<file path="src/rtl/cpu_defs.sv">
// Shared constants for the five-stage MIPS core: address map, exception codes, nop.
package cpu_defs;

  localparam logic [31:0] PC_RESET   = 32'h0000_3000;
  localparam logic [31:0] PC_HANDLER = 32'h0000_4180;

  localparam logic [31:0] IM_LO = 32'h0000_3000;
  localparam logic [31:0] IM_HI = 32'h0000_6ffc;

  localparam logic [4:0] EXC_NONE = 5'd0;
  localparam logic [4:0] EXC_ADEL = 5'd4;

  localparam logic [31:0] NOP = 32'h0000_0000;

endpackage

</file>
<file path="src/rtl/pc_adel_chk.sv">
// Instruction-address error check: misaligned or outside instruction memory.
module pc_adel_chk
  import cpu_defs::*;
(
  input  logic [31:0] pc,
  output logic        adel
);

  always_comb begin
    adel = (pc[1:0] != 2'b00) || (pc < IM_LO) || (pc > IM_HI);
  end

endmodule

</file>
<file path="src/rtl/if_id_reg.sv">
// IF/ID pipeline register with stall hold, exception flush and post-eret squash.
module if_id_reg #(
  parameter logic [31:0] PC_RESET   = cpu_defs::PC_RESET,
  parameter logic [31:0] PC_HANDLER = cpu_defs::PC_HANDLER
) (
  input  logic        CLK,
  input  logic        Reset,
  input  logic [31:0] IF_PC,
  input  logic [31:0] IF_Instr,
  input  logic        ID_BranchJump,
  input  logic        npc_stall,
  input  logic        Req,
  input  logic        ID_eret,
  output logic [31:0] ID_PC,
  output logic [31:0] ID_Instr,
  output logic [4:0]  ID_ExcCode,
  output logic        ID_BD,
  output logic        ID_valid
);

  logic [31:0] pc_d, pc_q;
  logic [31:0] instr_d, instr_q;
  logic [4:0]  exc_d, exc_q;
  logic        bd_d, bd_q;
  logic        valid_d, valid_q;
  logic        eret_redir_d, eret_redir_q;
  logic        if_adel;

  pc_adel_chk u_pc_adel_chk (
    .pc   (IF_PC),
    .adel (if_adel)
  );

  always_comb begin
    pc_d         = pc_q;
    instr_d      = instr_q;
    exc_d        = exc_q;
    bd_d         = bd_q;
    valid_d      = valid_q;
    eret_redir_d = 1'b0;
    if (Req) begin
      pc_d    = PC_HANDLER;
      instr_d = cpu_defs::NOP;
      exc_d   = cpu_defs::EXC_NONE;
      bd_d    = 1'b0;
      valid_d = 1'b0;
    end else if (npc_stall) begin
      // Fetch has already been redirected to EPC while eret waits in ID.
      eret_redir_d = eret_redir_q | ID_eret;
    end else if (ID_eret && !eret_redir_q) begin
      pc_d    = IF_PC;
      instr_d = cpu_defs::NOP;
      exc_d   = cpu_defs::EXC_NONE;
      bd_d    = 1'b0;
      valid_d = 1'b0;
    end else begin
      pc_d    = IF_PC;
      instr_d = if_adel ? cpu_defs::NOP : IF_Instr;
      exc_d   = if_adel ? cpu_defs::EXC_ADEL : cpu_defs::EXC_NONE;
      bd_d    = ID_BranchJump;
      valid_d = 1'b1;
    end
  end

  always_ff @(posedge CLK) begin
    if (!Reset) begin
      pc_q         <= PC_RESET;
      instr_q      <= cpu_defs::NOP;
      exc_q        <= cpu_defs::EXC_NONE;
      bd_q         <= 1'b0;
      valid_q      <= 1'b0;
      eret_redir_q <= 1'b0;
    end else begin
      pc_q         <= pc_d;
      instr_q      <= instr_d;
      exc_q        <= exc_d;
      bd_q         <= bd_d;
      valid_q      <= valid_d;
      eret_redir_q <= eret_redir_d;
    end
  end

  assign ID_PC      = pc_q;
  assign ID_Instr   = instr_q;
  assign ID_ExcCode = exc_q;
  assign ID_BD      = bd_q;
  assign ID_valid   = valid_q;

endmodule
</file>
<file path="config.mk">
export PLATFORM = sky130hd
export DESIGN_NAME = if_id_reg
export DESIGN_NICKNAME = d
export VERILOG_FILES = /design/src/rtl/cpu_defs.sv /design/src/rtl/pc_adel_chk.sv /design/src/rtl/if_id_reg.sv
export SDC_FILE = /design/constraint.sdc
export NUM_CORES = 1
export LEC_CHECK = 0
export CAP_MARGIN = 25
export CORE_UTILIZATION = 34
export DETAILED_ROUTE_END_ITERATION = 7
export PLACE_DENSITY = 0.77
export SLEW_MARGIN = 20
export SYNTH_ARGS = -nofsm -noshare
export SYNTH_HDL_FRONTEND = slang
export SYNTH_SLANG_ARGS = --single-unit
</file>
<file path="constraint.sdc">
create_clock -name CLK -period 1.8 [get_ports CLK]
set_input_delay 0.54 -clock CLK [delete_from_list [all_inputs] [get_ports CLK]]
set_output_delay 0.54 -clock CLK [all_outputs]
set_load 0.05 [all_outputs]
</file>
==> summary.txt, run 1 <==
power per cell area = 797 nW/um2
# hold bufs at CTS = 0
P_leak = 0.00188 uW
fin crit period = 1.72 ns
Fill cells = 594
Syn Inst Count = 205
DRT Pass-1 Iters = 4
routability cong. = 0.674
Synth area leaders = dfxtp_1 57%, mux2i_1 12%, a22o_2 10%, nor2_1 4.4%, a22o_1 2.9%
startpoint types = primary input
TNS Setup = 0 ns
Final Cell Area = 4090 um2
outcome = completed
MaxCap Viol Count = 0
HP Class = register to register
Synth Cell Area = 2390 um2
Final Max Slew Viols = 0
area of the multi-input gates = 1040 um2
Die Ht = 85.8 um
total grt overflow = 0
core area = 6790 um2
H-tree depth = 3
Worst Path Required = 2.07 ns
top cell type's share of synthesized area = 57.0%
# IOs = 141
antenna cells = 0
CP Class = primary input to register
WL/cell = 14.0 um
clock slew at the register clock pins of the worst setup and hold paths = 0.07 ns
ANT nets after route = 0
flops & latches, synth = 68
Via Count = 2097
CP max FO = 8
clock sinks = 68
CTS Buffer Depth = 2
Die Wd = 85.8 um
register area = 1360 um2
aggregate routed wire length = 6.41 mm
Unique masters post-synth = 25
DP Area = 3750 um2
syn_area_per_cell = 11.6 um2
# port buffers = 136
nets@finish = 428
endpoints failing setup = 0
DRC = 0
initial antenna violation count = 0
vias per inst = 4.57
Commonest cells post-synth = 68 x dfxtp_1, 29 x mux2i_1, 28 x nor2_1
Main synth FF type = dfxtp_1
final hold violations = 0
crit path DAT = 1.98 ns
clk_lat worst skew = 0.33 ns
EDFF count, synth = 0
most frequent cell after synthesis = dfxtp_1
initial drt markers = 23
Worst Skew = 0.00920 ns
layout cells sized above 1 = 42.7%
# rows = 30
CTS tree = done
CTS buffer count = 9
unrepaired setup endpoints after global routing = no
hold slack = 0.449 ns
largest area contributor in the netlist = dfxtp_1
Clock Tree Root = clkbuf_8
FFs w/ async S/R, synth = 0%
Initial Util = 35.1%
largest net degree at the start of global routing = 36
Pwr Total = 3260 uW
vias in the first global route = 2134
Ys Warns = 0
Final Cycle Share = 95.4%
total track usage = 17.8%
die area = 7360 um2
HPWL Detailed = 4.36 mm
area delta synth->final = 71.4%
first-pass GRT wire length = 10.2 mm
fmax = 582 MHz
worst vdd ir = 0.447 mV
CP endpoint kind = register
Seq/Total Area, Yosys = 57.0%
==> placed cells by master, fill, tap and decap left out, types with 2 or more instances in the layout <==
cell	instances
nand2_1	4
buf_12	6
clkdlybuf4s15_2	2
clkinvlp_4	2
o21ai_0	4
conb_1	4
clkdlybuf4s50_1	44
clkinv_2	2
dfxtp_1	68
buf_2	4
inv_1	3
clkbuf_8	10
a22o_2	16
a22o_4	8
dlygate4sd2_1	2
mux2i_1	29
a22o_1	8
nor2_1	27
buf_4	80
clkbuf_2	10
nor4_4	4
mux2_2	3
clkdlybuf4s15_1	6
o21a_1	4
==> metal layers <==
layer | part of all wire, % | vias to the layer above | track usage (%)
met5 | 0 | - | 0
met4 | 0.39 | 0 | 5.45
met3 | 6.8 | 4 | 4.23
met2 | 49 | 90 | 31.2
met1 | 43 | 971 | 21.7
li1 | - | 1032 | -
==> report_power, final <==
| part | total, uW | internal (uW) | leakage (uW) | switching (uW) |
|---|---|---|---|---|
| sequential | 1550 | 1530 | 0.000552 | 16.7 |
| clock | 1250 | 675 | 0.0000983 | 572 |
| combinational | 463 | 217 | 0.00123 | 245 |
| total | 3260 | 2430 | 0.00188 | 834 |
==> worst paths after layout <==
check                          startpoint                       end  slack, ns  cells past startpoint
hold reg to reg     ID_valid$_SDFFE_PP0N_     ID_valid$_SDFFE_PP0N_       0.45                      2
setup / recovery                IF_PC[18]  ID_Instr[0]$_SDFFE_PP0N_       0.08                      6
setup reg to reg  eret_redir_q$_SDFF_PP0_  ID_Instr[0]$_SDFFE_PP0N_       0.42                      6
hold / removal      ID_valid$_SDFFE_PP0N_     ID_valid$_SDFFE_PP0N_       0.45                      2
==> metrics by stage <==
stage          worst slack (ns)  std cells  util (%)
6_report                 0.0829        459      60.2
3_5_place_dp             -0.729        436      55.2
2_1_floorplan            0.0148        208         -
4_1_cts                0.000660        462      61.3
5_1_grt                  0.0102        459      60.2
3_3_place_gp             -0.696        436      55.2
==> registers in the layout, summed over array words and instances, names as in the netlist <==
name / flops
ID_BD: 1
eret_redir_q: 1
ID_valid: 1
ID_PC: 32
ID_ExcCode: 1
ID_Instr: 32
==> critical path, cell delays in order <==
cell and delay [ns]:
clkdlybuf4s15_1 0.19, or4_4 0.55, nor4_4 0.25, buf_4 0.19, buf_6 0.14, a22o_1 0.12
==> final cells by class <==
| cell class | instances | area share (%) |
|---|---|---|
| tap | 96 | 2.93 |
| inverter | 3 | 0.275 |
| sequential | 68 | 33.3 |
| clock buffer | 10 | 3.36 |
| timing repair buffer | 156 | 33.1 |
| multi-input combinational | 120 | 25.5 |
| clock inverter | 6 | 1.56 |
==> kinds of logic after synthesis <==
| group | synth area share (%) |
|---|---|
| AOI/OAI and AO/OA | 15.8 |
| other | 0.157 |
| muxes | 13.6 |
| DFF | 57.0 |
| buffers and inverters | 5.03 |
| and+or+nand+nor | 8.44 |
==> timing repair <==
action	in CTS	in global routing
gates resized for setup	57	28
setup buffers	9	0
gates cloned	3	0
setup endpoints to repair	33	33
pin swaps	9	9
Power figures use the tool's default switching activity.
==> run 2: changes to the inputs <==
--- a/config.mk
+++ b/config.mk
@@ -6,7 +6,9 @@
 export NUM_CORES = 1
 export LEC_CHECK = 0
 export CAP_MARGIN = 25
+export CORE_MARGIN = 5
 export CORE_UTILIZATION = 34
+export CTS_CLUSTER_DIAMETER = 100
 export DETAILED_ROUTE_END_ITERATION = 7
 export PLACE_DENSITY = 0.77
 export SLEW_MARGIN = 20
==> run 2 against run 1 <==
Die area is 20% higher. First-iteration DRC count is 52% higher. Register-to-register slack hardly changed. Design area is 1.4% higher. Critical path type unchanged. Total power is 4.4% lower. Critical endpoint is now ID_Instr[6]$_SDFFE_PP0N_. Final cell count stayed put.
==> summary.txt, run 2 (same netlist as run 1, synthesis figures left out) <==
outcome = completed (unchanged)
CTS tree = done (unchanged)
Reg power frac = 49.8% (was 47.6%)
ANT nets after route = 0 (unchanged)
power per cell area = 751 nW/um2 (was 797 nW/um2)
nets@finish = 428 (unchanged)
CP Class = primary input to register (unchanged)
Internal Power = 2300 uW (was 2430 uW)
CTS Buffer Depth = 2 (unchanged)
clock slew at the register clock pins of the worst setup and hold paths = 0.07 ns (about the same)
Core Util, Final = 60.8% (was 60.2%)
Initial Util = 34.9% (was 35.1%)
crit path DAT = 2.01 ns (was 1.98 ns)
startpoint types = primary input (unchanged)
fmax = 557 MHz (was 582 MHz)
HPWL Detailed = 4.69 mm (was 4.36 mm)
WL/cell = 14.6 um (was 14.0 um)
clock network fraction of design power = 35.0% (was 38.2%)
H-tree depth = 3 (unchanged)
# IOs = 141 (unchanged)
# rows = 30 (unchanged)
antenna cells = 0 (unchanged)
commonest non-fill, non-tap cell in the layout = buf_4 (unchanged)
vias in the first global route = 2144 (was 2134)
core area = 6830 um2 (was 6790 um2)
most frequent cells in the layout = 77 x buf_4, 68 x dfxtp_1, 45 x clkdlybuf4s50_1, 29 x mux2i_1, 27 x nor2_1 (was 80 x buf_4, 68 x dfxtp_1, 44 x clkdlybuf4s50_1, 29 x mux2i_1, 27 x nor2_1)
worst vdd ir = 0.490 mV (was 0.447 mV)
clk_lat worst skew = 0.33 ns (about the same)
routability cong. = 0.667 (was 0.674)
largest net degree at the start of global routing = 37 (was 36)
Die Ht = 93.8 um (was 85.8 um)
CP endpoint kind = register (unchanged)
layout cells sized above 1 = 41.0% (was 42.7%)
Worst Path Required = 2.02 ns (was 2.07 ns)
# port buffers = 136 (unchanged)
final hold violations = 0 (unchanged)
Final Cycle Share = 99.7% (was 95.4%)
total grt overflow = 0 (unchanged)
hold slack = 0.454 ns (was 0.449 ns)
P_leak = 0.00193 uW (was 0.00188 uW)
DRC = 0 (unchanged)
Sw Ratio = 26.3% (was 25.6%)
Comb pwr share = 15.3% (was 14.2%)
first-pass GRT wire length = 10.5 mm (was 10.2 mm)
die area = 8800 um2 (was 7360 um2)
DRT Pass-1 Iters = 4 (unchanged)
Via Count = 2090 (was 2097)
Clock Tree Root = clkbuf_8 (unchanged)
Die Wd = 93.8 um (was 85.8 um)
clock sinks = 68 (unchanged)
CTS buffer count = 9 (unchanged)
vias per inst = 4.55 (was 4.57)
unrepaired setup endpoints after global routing = yes (was no)
# hold bufs at CTS = 0 (unchanged)
aggregate routed wire length = 6.70 mm (was 6.41 mm)
fin crit period = 1.79 ns (was 1.72 ns)
initial drt markers = 35 (was 23)
CP max FO = 36 (was 8)
area delta synth->final = 73.8% (was 71.4%)
initial antenna violation count = 0 (unchanged)
total track usage = 15.3% (was 17.8%)
Final Max Slew Viols = 0 (unchanged)
Final Cell Area = 4150 um2 (was 4090 um2)
Worst Skew = 0.00852 ns (was 0.00920 ns)
HP Class = register to register (unchanged)
DP Area = 3780 um2 (was 3750 um2)
endpoints failing setup = 0 (unchanged)
Net Sw Power = 819 uW (was 834 uW)
MaxCap Viol Count = 0 (unchanged)
## run 2: cell count changes in the layout (fill, tap and decap cells not counted), moves of 2 or more
cell             change
clkdlybuf4s15_1      -2
dlygate4sd2_1        +6
clkbuf_2             -9
buf_2                +2
a22o_4               +6
a22o_2               -6
buf_4                -3
buf_6                +3
buf_8                +2
## run 2: through the flow
step,std cells,worst slack [ns],total power (uW),TNS (ns)
2_1_floorplan,208,0.0148,1810,0
3_3_place_gp,437,-0.661,2060,-21.91
3_5_place_dp,437,-0.698,2060,-22.94
4_1_cts,463,0.00550,3160,0
5_1_grt,459,-0.0376,3270,-0.611
6_report,459,0.00551,3120,0
## run 2: area by class of cell
type	count	area, um2
inverters	3	11.3
well taps	96	120
multi-input cells	120	1070
fillers	579	2680
repair buffers	156	1410
clock buffers	10	138
clock inverters	6	40.0
flip-flops and latches	68	1360
## run 2: metal layers
layer,vias up,track usage [%],wire [um],share of wire (%)
met3,7,6.41,725,11
met4,0,6.14,55,0.82
li1,1034,-,-,-
met5,-,0,0,0
met2,94,24.7,3230,48
met1,955,18.0,2690,40
## run 2: path summary, 6_finish.rpt
path,from,end,slack (ns),cells past startpoint
max,Req,ID_Instr[6]$_SDFFE_PP0N_,0.006,6
min,ID_valid$_SDFFE_PP0N_,ID_valid$_SDFFE_PP0N_,0.45,2
max reg2reg,eret_redir_q$_SDFF_PP0_,ID_Instr[21]$_SDFFE_PP0N_,0.43,6
min reg2reg,ID_valid$_SDFFE_PP0N_,ID_valid$_SDFFE_PP0N_,0.45,2
## run 2: power by group through the flow
stage / logic, uW / clock network (uW) / registers [uW]
after floorplan: 123 / 0 / 1690
after global placement: 472 / 0 / 1580
after detailed placement: 476 / 0 / 1590
after CTS: 469 / 1140 / 1550
after global routing: 504 / 1210 / 1550
final: 475 / 1090 / 1550
## run 2: critical path: stages
cell and delay [ns]:
clkdlybuf4s50_1 0.49, nand2b_4 0.13, buf_4 0.29, nor2_2 0.08, buf_12 0.19, a22o_2 0.27
## run 2: timing repair
item | CTS | global route
endpoints found under the setup margin | 32 | 32
pin swaps | 9 | 9
gates resized for setup | 63 | 27
setup buffers | 7 | 0
gates cloned | 3 | 0
==> run 3: changes to the inputs <==
--- a/config.mk
+++ b/config.mk
@@ -8,7 +8,7 @@
 export CAP_MARGIN = 25
 export CORE_MARGIN = 5
 export CORE_UTILIZATION = 34
-export CTS_CLUSTER_DIAMETER = 100
+export CTS_CLUSTER_DIAMETER = 150
 export DETAILED_ROUTE_END_ITERATION = 7
 export PLACE_DENSITY = 0.77
 export SLEW_MARGIN = 20
==> results of run 3 <==
Final layout, timing and power as in run 2 (identical DEF).
